### src/rtl/alu_issue_stage.sv
// alu_issue_stage
// Decode-to-execute issue stage. Turns an RV64I instruction plus its register
// operands into an ALU select code and two operands. The result is held in a
// single-entry ID/EX register with valid/ready backpressure and flush.

module alu_issue_stage #(
  parameter int DWIDTH = 64
) (
  input  logic              clk,
  input  logic              rst,
  input  logic              flush,
  input  logic              in_valid,
  output logic              in_ready,
  input  logic [31:0]       in_instr,
  input  logic [DWIDTH-1:0] in_pc,
  input  logic [DWIDTH-1:0] in_rs1_data,
  input  logic [DWIDTH-1:0] in_rs2_data,
  output logic              out_valid,
  input  logic              out_ready,
  output logic [4:0]        alu_sel,
  output logic [DWIDTH-1:0] alu_input_A,
  output logic [DWIDTH-1:0] alu_input_B,
  output logic [4:0]        out_rd,
  output logic              out_wb_en,
  output logic              out_illegal
);

  // Major opcodes handled by this stage
  localparam logic [6:0] OPC_OP        = 7'b0110011;
  localparam logic [6:0] OPC_OP_32     = 7'b0111011;
  localparam logic [6:0] OPC_OP_IMM    = 7'b0010011;
  localparam logic [6:0] OPC_OP_IMM_32 = 7'b0011011;
  localparam logic [6:0] OPC_JALR      = 7'b1100111;
  localparam logic [6:0] OPC_JAL       = 7'b1101111;
  localparam logic [6:0] OPC_LUI       = 7'b0110111;
  localparam logic [6:0] OPC_AUIPC     = 7'b0010111;
  localparam logic [6:0] OPC_BRANCH    = 7'b1100011;
  localparam logic [6:0] OPC_LOAD      = 7'b0000011;
  localparam logic [6:0] OPC_STORE     = 7'b0100011;

  // ALU select codes shared with the execute stage
  localparam logic [4:0] SEL_ADD   = 5'd0;
  localparam logic [4:0] SEL_SUB   = 5'd1;
  localparam logic [4:0] SEL_SLL   = 5'd2;
  localparam logic [4:0] SEL_SLT   = 5'd3;
  localparam logic [4:0] SEL_SLTU  = 5'd4;
  localparam logic [4:0] SEL_XOR   = 5'd5;
  localparam logic [4:0] SEL_SRL   = 5'd6;
  localparam logic [4:0] SEL_SRA   = 5'd7;
  localparam logic [4:0] SEL_OR    = 5'd8;
  localparam logic [4:0] SEL_AND   = 5'd9;
  localparam logic [4:0] SEL_ADDW  = 5'd10;
  localparam logic [4:0] SEL_SUBW  = 5'd11;
  localparam logic [4:0] SEL_SLLW  = 5'd12;
  localparam logic [4:0] SEL_SRLW  = 5'd13;
  localparam logic [4:0] SEL_SRAW  = 5'd14;
  localparam logic [4:0] SEL_ADDI  = 5'd15;
  localparam logic [4:0] SEL_SLLI  = 5'd16;
  localparam logic [4:0] SEL_SLTI  = 5'd17;
  localparam logic [4:0] SEL_SLTIU = 5'd18;
  localparam logic [4:0] SEL_XORI  = 5'd19;
  localparam logic [4:0] SEL_SRLI  = 5'd20;
  localparam logic [4:0] SEL_SRAI  = 5'd21;
  localparam logic [4:0] SEL_ORI   = 5'd22;
  localparam logic [4:0] SEL_ANDI  = 5'd23;
  localparam logic [4:0] SEL_ADDIW = 5'd24;
  localparam logic [4:0] SEL_SLLIW = 5'd25;
  localparam logic [4:0] SEL_SRLIW = 5'd26;
  localparam logic [4:0] SEL_SRAIW = 5'd27;
  localparam logic [4:0] SEL_JALR  = 5'd28;
  localparam logic [4:0] SEL_AADD  = 5'd31;

  logic [6:0] opcode;
  logic [2:0] funct3;
  logic [6:0] funct7;
  logic [5:0] funct6;
  logic [4:0] rd;

  logic [DWIDTH-1:0] imm_i;
  logic [DWIDTH-1:0] imm_s;
  logic [DWIDTH-1:0] imm_b;
  logic [DWIDTH-1:0] imm_j;
  logic [DWIDTH-1:0] imm_u;
  logic [DWIDTH-1:0] shamt_imm6;
  logic [DWIDTH-1:0] shamt_imm5;
  logic [DWIDTH-1:0] shamt_rs2_6;
  logic [DWIDTH-1:0] shamt_rs2_5;

  logic [4:0]        dec_sel;
  logic [DWIDTH-1:0] dec_a;
  logic [DWIDTH-1:0] dec_b;
  logic              dec_illegal;
  logic              dec_writes;
  logic              dec_wb;
  logic              accept;

  assign opcode = in_instr[6:0];
  assign funct3 = in_instr[14:12];
  assign funct7 = in_instr[31:25];
  assign funct6 = in_instr[31:26];
  assign rd     = in_instr[11:7];

  // Every immediate is sign-extended from instr[31]; shift amounts are zero-extended
  assign imm_i       = {{(DWIDTH-12){in_instr[31]}}, in_instr[31:20]};
  assign imm_s       = {{(DWIDTH-12){in_instr[31]}}, in_instr[31:25], in_instr[11:7]};
  assign imm_b       = {{(DWIDTH-13){in_instr[31]}}, in_instr[31], in_instr[7],
                        in_instr[30:25], in_instr[11:8], 1'b0};
  assign imm_j       = {{(DWIDTH-21){in_instr[31]}}, in_instr[31], in_instr[19:12],
                        in_instr[20], in_instr[30:21], 1'b0};
  assign imm_u       = {{(DWIDTH-32){in_instr[31]}}, in_instr[31:12], 12'b0};
  assign shamt_imm6  = {{(DWIDTH-6){1'b0}}, in_instr[25:20]};
  assign shamt_imm5  = {{(DWIDTH-5){1'b0}}, in_instr[24:20]};
  assign shamt_rs2_6 = {{(DWIDTH-6){1'b0}}, in_rs2_data[5:0]};
  assign shamt_rs2_5 = {{(DWIDTH-5){1'b0}}, in_rs2_data[4:0]};

  // Decode opcode/funct fields into select code and operands; unknown encodings are flagged illegal
  always_comb begin
    dec_sel     = SEL_ADD;
    dec_a       = '0;
    dec_b       = '0;
    dec_illegal = 1'b0;
    dec_writes  = 1'b0;
    case (opcode)
      OPC_OP: begin
        dec_writes = 1'b1;
        dec_a      = in_rs1_data;
        dec_b      = in_rs2_data;
        case (funct3)
          3'd0: begin
            if (funct7 == 7'h00)      dec_sel = SEL_ADD;
            else if (funct7 == 7'h20) dec_sel = SEL_SUB;
            else                      dec_illegal = 1'b1;
          end
          3'd1: begin
            dec_sel     = SEL_SLL;
            dec_b       = shamt_rs2_6;
            dec_illegal = (funct7 != 7'h00);
          end
          3'd2: begin dec_sel = SEL_SLT;  dec_illegal = (funct7 != 7'h00); end
          3'd3: begin dec_sel = SEL_SLTU; dec_illegal = (funct7 != 7'h00); end
          3'd4: begin dec_sel = SEL_XOR;  dec_illegal = (funct7 != 7'h00); end
          3'd5: begin
            dec_b = shamt_rs2_6;
            if (funct7 == 7'h00)      dec_sel = SEL_SRL;
            else if (funct7 == 7'h20) dec_sel = SEL_SRA;
            else                      dec_illegal = 1'b1;
          end
          3'd6: begin dec_sel = SEL_OR;  dec_illegal = (funct7 != 7'h00); end
          default: begin dec_sel = SEL_AND; dec_illegal = (funct7 != 7'h00); end
        endcase
      end
      OPC_OP_32: begin
        dec_writes = 1'b1;
        dec_a      = in_rs1_data;
        dec_b      = in_rs2_data;
        case (funct3)
          3'd0: begin
            if (funct7 == 7'h00)      dec_sel = SEL_ADDW;
            else if (funct7 == 7'h20) dec_sel = SEL_SUBW;
            else                      dec_illegal = 1'b1;
          end
          3'd1: begin
            dec_sel     = SEL_SLLW;
            dec_b       = shamt_rs2_5;
            dec_illegal = (funct7 != 7'h00);
          end
          3'd5: begin
            dec_b = shamt_rs2_5;
            if (funct7 == 7'h00)      dec_sel = SEL_SRLW;
            else if (funct7 == 7'h20) dec_sel = SEL_SRAW;
            else                      dec_illegal = 1'b1;
          end
          default: dec_illegal = 1'b1;
        endcase
      end
      OPC_OP_IMM: begin
        dec_writes = 1'b1;
        dec_a      = in_rs1_data;
        dec_b      = imm_i;
        case (funct3)
          3'd0: dec_sel = SEL_ADDI;
          3'd1: begin
            dec_sel     = SEL_SLLI;
            dec_b       = shamt_imm6;
            dec_illegal = (funct6 != 6'h00);
          end
          3'd2: dec_sel = SEL_SLTI;
          3'd3: dec_sel = SEL_SLTIU;
          3'd4: dec_sel = SEL_XORI;
          3'd5: begin
            dec_b = shamt_imm6;
            if (funct6 == 6'h00)      dec_sel = SEL_SRLI;
            else if (funct6 == 6'h10) dec_sel = SEL_SRAI;
            else                      dec_illegal = 1'b1;
          end
          3'd6: dec_sel = SEL_ORI;
          default: dec_sel = SEL_ANDI;
        endcase
      end
      OPC_OP_IMM_32: begin
        dec_writes = 1'b1;
        dec_a      = in_rs1_data;
        dec_b      = imm_i;
        case (funct3)
          3'd0: dec_sel = SEL_ADDIW;
          3'd1: begin
            dec_sel     = SEL_SLLIW;
            dec_b       = shamt_imm5;
            dec_illegal = (funct7 != 7'h00);
          end
          3'd5: begin
            dec_b = shamt_imm5;
            if (funct7 == 7'h00)      dec_sel = SEL_SRLIW;
            else if (funct7 == 7'h20) dec_sel = SEL_SRAIW;
            else                      dec_illegal = 1'b1;
          end
          default: dec_illegal = 1'b1;
        endcase
      end
      OPC_JALR: begin
        dec_writes  = 1'b1;
        dec_sel     = SEL_JALR;
        dec_a       = in_rs1_data;
        dec_b       = imm_i;
        dec_illegal = (funct3 != 3'd0);
      end
      OPC_LUI: begin
        dec_writes = 1'b1;
        dec_sel    = SEL_AADD;
        dec_b      = imm_u;
      end
      OPC_AUIPC: begin
        dec_writes = 1'b1;
        dec_sel    = SEL_AADD;
        dec_a      = in_pc;
        dec_b      = imm_u;
      end
      OPC_JAL: begin
        dec_writes = 1'b1;
        dec_sel    = SEL_AADD;
        dec_a      = in_pc;
        dec_b      = imm_j;
      end
      OPC_BRANCH: begin
        dec_sel     = SEL_AADD;
        dec_a       = in_pc;
        dec_b       = imm_b;
        dec_illegal = (funct3 == 3'd2) || (funct3 == 3'd3);
      end
      OPC_LOAD: begin
        dec_writes  = 1'b1;
        dec_sel     = SEL_AADD;
        dec_a       = in_rs1_data;
        dec_b       = imm_i;
        dec_illegal = (funct3 == 3'd7);
      end
      OPC_STORE: begin
        dec_sel     = SEL_AADD;
        dec_a       = in_rs1_data;
        dec_b       = imm_s;
        dec_illegal = (funct3[2] == 1'b1);
      end
      default: dec_illegal = 1'b1;
    endcase
    if (dec_illegal) begin
      dec_sel    = SEL_ADD;
      dec_a      = '0;
      dec_b      = '0;
      dec_writes = 1'b0;
    end
  end

  assign dec_wb   = dec_writes && (rd != 5'd0);
  assign in_ready = !out_valid || out_ready;
  assign accept   = in_valid && in_ready;

  // ID/EX register: reset beats flush, flush beats capture, otherwise hold or drain
  always_ff @(posedge clk) begin
    if (rst) begin
      out_valid   <= 1'b0;
      alu_sel     <= '0;
      alu_input_A <= '0;
      alu_input_B <= '0;
      out_rd      <= '0;
      out_wb_en   <= 1'b0;
      out_illegal <= 1'b0;
    end else if (flush) begin
      out_valid <= 1'b0;
    end else if (accept) begin
      out_valid   <= 1'b1;
      alu_sel     <= dec_sel;
      alu_input_A <= dec_a;
      alu_input_B <= dec_b;
      out_rd      <= rd;
      out_wb_en   <= dec_wb;
      out_illegal <= dec_illegal;
    end else if (out_ready) begin
      out_valid <= 1'b0;
    end
  end

endmodule

### config.mk
export PLATFORM = sky130hd
export DESIGN_NAME = alu_issue_stage
export DESIGN_NICKNAME = d
export VERILOG_FILES = /design/src/rtl/alu_issue_stage.sv
export SDC_FILE = /design/constraint.sdc
export NUM_CORES = 1
export LEC_CHECK = 0
export CORE_AREA = 2 2 146 148
export DETAILED_ROUTE_END_ITERATION = 10
export DIE_AREA = 0 0 148 150
export GPL_TIMING_DRIVEN = 0
export PLACE_DENSITY = 0.71
export SLEW_MARGIN = 0
export SYNTH_ARGS = -nofsm -noshare
export SYNTH_HDL_FRONTEND = slang
export SYNTH_SLANG_ARGS = --single-unit
### constraint.sdc
create_clock -name clk -period 5.7 [get_ports clk]
set_input_delay 0.57 -clock clk [delete_from_list [all_inputs] [get_ports clk]]
set_output_delay 0.57 -clock clk [all_outputs]
set_load 0.01 [all_outputs]
[Yosys cells after proc, flatten, opt, wreduce, memory -nomap -nowiden]
Index checks and enable logic that the tools add are counted.
Storage, ports and cells
  register bits after elaboration: 141
  output and inout bits: 142
Operators by class
  eq/ne operators: 20
  mux-type cells: 39
  bitwise logic cells: 1
  reduce and logical (&&, ||, !) cells: 24
Operators with widths (number)
  $pmux 64 s9: 1
  $mux 64: 6
  $pmux 64 s2: 1
  $pmux 5 s7: 2
  $eq 7x6->1 const B: 5
  $pmux 5 s6: 1
  $mux 5: 5
  $eq 7x5->1 const B: 3
  $eq 7x7->1 const B: 3
  $mux 4: 4
  $pmux 5 s3: 1
  $eq 3x3->1 const B: 4
  $pmux 4 s3: 1
  $mux 1: 11
  $reduce_or 2->1: 5
  $pmux 1 s9: 1
  $reduce_or 9->1: 1
  $eq 7x2->1 const B: 1
  $logic_not 7->1: 1
  $reduce_bool 7->1: 1
  $reduce_or 7->1: 1
  $eq 3x2->1 const B: 2
  $eq 6x5->1 const B: 1
  $logic_not 6->1: 1
  16 further kinds: 21

[Longest topological paths before layout]
  word-level depth: 7
  mapped depth: 10
  depth with buffers taken out: 5

[Worst setup path after synthesis]
Ideal clock, no wire load.
  path type: input-to-reg
  start point: in in_instr[2]
  end point: reg out_wb_en
  arrival time: 2251 ps
  required time: 5604 ps
  slack: 3353 ps
  cell stages on the path: 9
  buffers on the path: 4
  cell sequence: buf_2 -> nor4bb_1 -> buf_2 -> and3_1 -> buf_2 -> a2111oi_4 -> o2111ai_2 -> buf_2 -> o41ai_2
Between the ends
  word-level cells in the longest chain between the ends: 5
  elaborated cells between the ends (all ways): 17
  those cells by class: 11 x eq/ne; 3 x mux; 3 x reduce/logical
Ends and longest elaborated chain
  from (decl): RTL line 14  | input logic [31:0] in_instr,
  $eq 7x7->1, or another cell as far along: RTL line 123  | case (opcode)
  $reduce_or 3->1 (no line) / $reduce_or 9->1 (equally long branches)
  $pmux 1 s9 / $mux 1 (equally long branches): RTL line 123
  $mux 1 (*): RTL line 265  | if (dec_illegal) begin
  $logic_and 1x1->1 (*): RTL line 273  | assign dec_wb = dec_writes && (rd != 5'd0);
  to (signal assigned): RTL line 295  | out_wb_en <= dec_wb;
  to (decl): RTL line 24  | output logic out_wb_en,
Mark *: on every way between the ends. The rest lies on a longest branch, timed or not.
A chain may end at the register's enable or synchronous reset.

[Final worst setup path]
  start point: in in_instr[25]
  end point: reg alu_input_A[43]
Between the ends
  word-level cells in the longest chain between the ends: 6
  elaborated cells between the ends (all ways): 10
  those cells by class: 1 x eq/ne; 7 x mux; 2 x reduce/logical
Ends and longest elaborated chain
  $eq 7x6->1
  $mux 1
  $mux 1: RTL line 144  | if (funct7 == 7'h00) dec_sel = SEL_SRL;
  $pmux 1 s3, or another cell as far along: RTL line 204  | case (funct3)
  $pmux 1 s9 (*): RTL line 123
  $mux 64 (*): RTL line 265
  to (signal assigned): RTL line 282  | alu_input_A <= '0;
  to (signal assigned): RTL line 292  | alu_input_A <= dec_a;
  to (decl): RTL line 21  | output logic [DWIDTH-1:0] alu_input_A,
Marks and branches as above.

==> Flow_metrics.wiki <==
{| class="wikitable"
! Metric !! Value
|-
| Share of layout cells above drive strength 1 || 4.43%
|-
| Proportion of synthesized chip area in sequential cells || 37.9%
|-
| Clock-pin slew on the worst setup and hold paths || 0.06 ns
|-
| Vias after detailed routing || 9,312
|-
| Clock latency on the worst-skew pair || 0.43 ns
|-
| Power per Cell Area || 200 mW/mm²
|-
| Met3 Wirelength || 2540 µm
|-
| Combined area of all synthesized cells || 0.00745 mm²
|-
| Fin. Hold Viols || 0
|-
| Hold/Removal Path Class || register to register
|-
| Row count || 53
|-
| Starting density of the core || 36.0%
|-
| Met1 WL || 14,700 µm
|-
| Die Y-Extent || 150 µm
|-
| Yosys reg bits || 141
|-
| Max-slew violation total from the final report || 0
|-
| Avg Synthesized Cell Area || 8.39 µm²
|-
| Clock tree root buffer cell || clkbuf_16
|-
| DIE WIDTH || 148 µm
|-
| Post-CTS sizing || 0
|-
| Final TNS setup || 0 ns
|-
| Outcome || complete, no violations
|-
| Library cells used by synthesis || 61
|-
| # DRC || 0
|-
| Highest routed metal layer || met4
|-
| Number of diodes added for antenna fixing || 0
|-
| Critical path capture point type || register
|-
| Routed wire length || 34,000 µm
|-
| Final setup fails || 0
|-
| Max FO, Critical Path || 10
|-
| Aggregate global routing overflow || 0
|-
| Register-to-register path setup slack || 2.94 ns
|-
| Static leakage || 3.57 nW
|-
| Start-to-end type of the worst setup path || input port to register
|-
| Length of routed met2 wiring || 15,800 µm
|-
| Wire length of the first global-routing pass || 50,500 µm
|-
| Number of synthesized flops with an enable pin || 0
|-
| Data required, critical path || 6.05 ns
|-
| Layout Area Growth over Synthesis || 61.1%
|-
| FILL cells || 1,970
|-
| # Max-Cap Violations || 0
|-
| Pin count of the biggest net entering global routing || 17
|-
| Clock tree from TritonCTS || done
|-
| Post-CTS Repair Setup Buffers || 0
|-
| Post-synth net total || 1,117
|-
| Routability cong. || 0.955
|-
| Maximum vdd ir drop || 0.000202 V
|-
| Die Footprint || 0.0222 mm²
|-
| Cts-stage hold buffer count || 0
|-
| Number of I/O pins || 371
|-
| Transition time of the tightest slew-check pin || 1.12 ns
|-
| CP Launch Type || input port
|-
| Maximum root-to-sink buffer count || 2
|-
| Port bufs || 367
|-
| YS warnings || 0
|-
| Global router's overall resource usage || 29.1%
|-
| First-pass detailed-route iteration total || 6
|-
| Avg Vias per Cell || 5.96
|-
| Count of routing violations after the opening detailed-route iteration || 1,037
|-
| Sum of net half-perimeters after detailed placement || 25,600 µm
|-
| Number of nets in the layout || 1,503
|-
| Setup repair after global routing missed its margin || no
|-
| CTS HTree Levels || 4
|-
| Number of nets with antenna violations after routing || 0
|-
| Gate count after technology mapping || 888
|-
| Initial antenna violation count || 0
|-
| Clock buffer count from CTS || 17
|-
| Clk_skew || 0.00815 ns
|-
| Total clock sinks || 141
|-
| Main flop type after synthesis || dfxtp_1
|-
| Period utilisation layout || 59.4%
|-
| Share of synthesized flip-flops with an asynchronous set or reset || 0%
|-
| Post-route worst hold slack || 0.456 ns
|-
| Drt wl/cell || 21.8 µm
|-
| Arrival @ worst endpoint || 3.74 ns
|-
| Worst relative slew slack || 25.2%
|-
| Via count of the first global-routing pass || 8,733
|-
| Time the worst path needs with I/O delays and setup || 3.39 ns
|-
| Maximum clock frequency || 295 MHz
|-
| Total core area || 0.0207 mm²
|}
## per-stage QoR
stage | worst slack (ns) | instances | power, mW | utilization [%] | cell area, µm²
2_1_floorplan | 3.35 | 888 | 1.14 | - | 7450
3_3_place_gp | 1.81 | 1530 | 1.38 | 55.4 | 11500
3_5_place_dp | 1.96 | 1530 | 1.38 | 55.4 | 11500
4_1_cts | 2.38 | 1562 | 2.40 | 58.0 | 12000
5_1_grt | 2.13 | 1562 | 2.47 | 58.0 | 12000
6_report | 2.31 | 1562 | 2.40 | 58.0 | 12000
## registers in the layout, summed over array words and instances, names as in the netlist
name	count
out_rd	5
alu_input_A	64
out_wb_en	1
alu_input_B	64
out_valid	1
alu_sel	5
out_illegal	1
## worst max-delay path, stage by stage
cell	delay [ns]
clkdlybuf4s50_1	0.58
nor2_1	0.55
a21oi_1	0.13
a2111oi_0	0.64
o2111ai_2	0.50
buf_2	0.38
buf_2	0.22
a21oi_1	0.16
## Yosys cell counts (7+ instances only)
cell type | count | area (µm²)
a221oi_1 | 57 | 499
a32o_1 | 64 | 641
a22oi_1 | 104 | 781
a31oi_1 | 7 | 43.8
nand2_1 | 130 | 488
inv_1 | 7 | 26.3
a211oi_1 | 7 | 52.6
o31ai_1 | 29 | 218
dfxtp_1 | 141 | 2820
nor2b_1 | 8 | 50.1
nor2_1 | 16 | 60.1
clkbuf_1 | 90 | 338
a21oi_1 | 77 | 385
nand3_1 | 38 | 190
nand2b_1 | 7 | 43.8
buf_2 | 16 | 80.1
## cells in the final DEF (no fill, tap or decap), drive strengths merged, types with 3 or more instances in the layout
| master | n |
|---|---|
| a32o | 64 |
| clkinv | 4 |
| a31oi | 7 |
| clkdlybuf4s50 | 367 |
| nand2 | 130 |
| inv | 12 |
| nand2b | 7 |
| nor3 | 3 |
| clkbuf | 111 |
| o31ai | 29 |
| a21oi | 77 |
| nand4 | 4 |
| a222oi | 4 |
| or4 | 3 |
| dfxtp | 141 |
| clkinvlp | 3 |
| nand3 | 38 |
| nor4 | 6 |
| and2 | 3 |
| a211oi | 7 |
| a41oi | 4 |
| o21ai | 7 |
| nor2b | 8 |
| nor2 | 16 |
| a2111oi | 3 |
| a221oi | 57 |
| a22oi | 104 |
| buf | 22 |
| o2111ai | 4 |
## where the power goes
| group | switching (mW) | internal [mW] |
|---|---|---|
| Clock | 0.462 | 0.573 |
| Combinational | 0.185 | 0.187 |
| Sequential | 0.00204 | 0.988 |
| Total | 0.649 | 1.75 |
## metal layers
metal / up-vias / track usage [%]
li1: 4296 / -
met1: 4469 / 39.2
met2: 480 / 46.6
met3: 67 / 5.61
met4: 0 / 10.0
met5: - / 0
## cell families after synthesis
| family | share of synthesized area (%) |
|---|---|
| simple gates | 15.0 |
| xor+xnor | 0.235 |
| compound gates | 40.2 |
| flops | 37.9 |
| buf+inv | 6.37 |
| mux | 0.286 |
## cell type report
type | count | area, µm² | area share (%)
sequential | 141 | 2820 | 23.5
tap | 275 | 344 | 2.87
clock inverter | 11 | 85.1 | 0.709
multi-input combinational | 627 | 4150 | 34.6
inverter | 8 | 30.0 | 0.250
buffer | 112 | 444 | 3.70
timing repair buffer | 367 | 3670 | 30.6
clock buffer | 21 | 450 | 3.75
## path summary, 6_finish.rpt
| kind | start | cells after the start | end |
|---|---|---|---|
| setup / recovery | in_instr[25] | 8 | alu_input_A[43] |
| hold reg to reg | out_rd[4] | 2 | out_rd[4] |
| hold / removal | out_rd[4] | 2 | out_rd[4] |
| setup reg to reg | out_valid | 7 | alu_input_A[43] |
(Power assumes the default switching activity.)
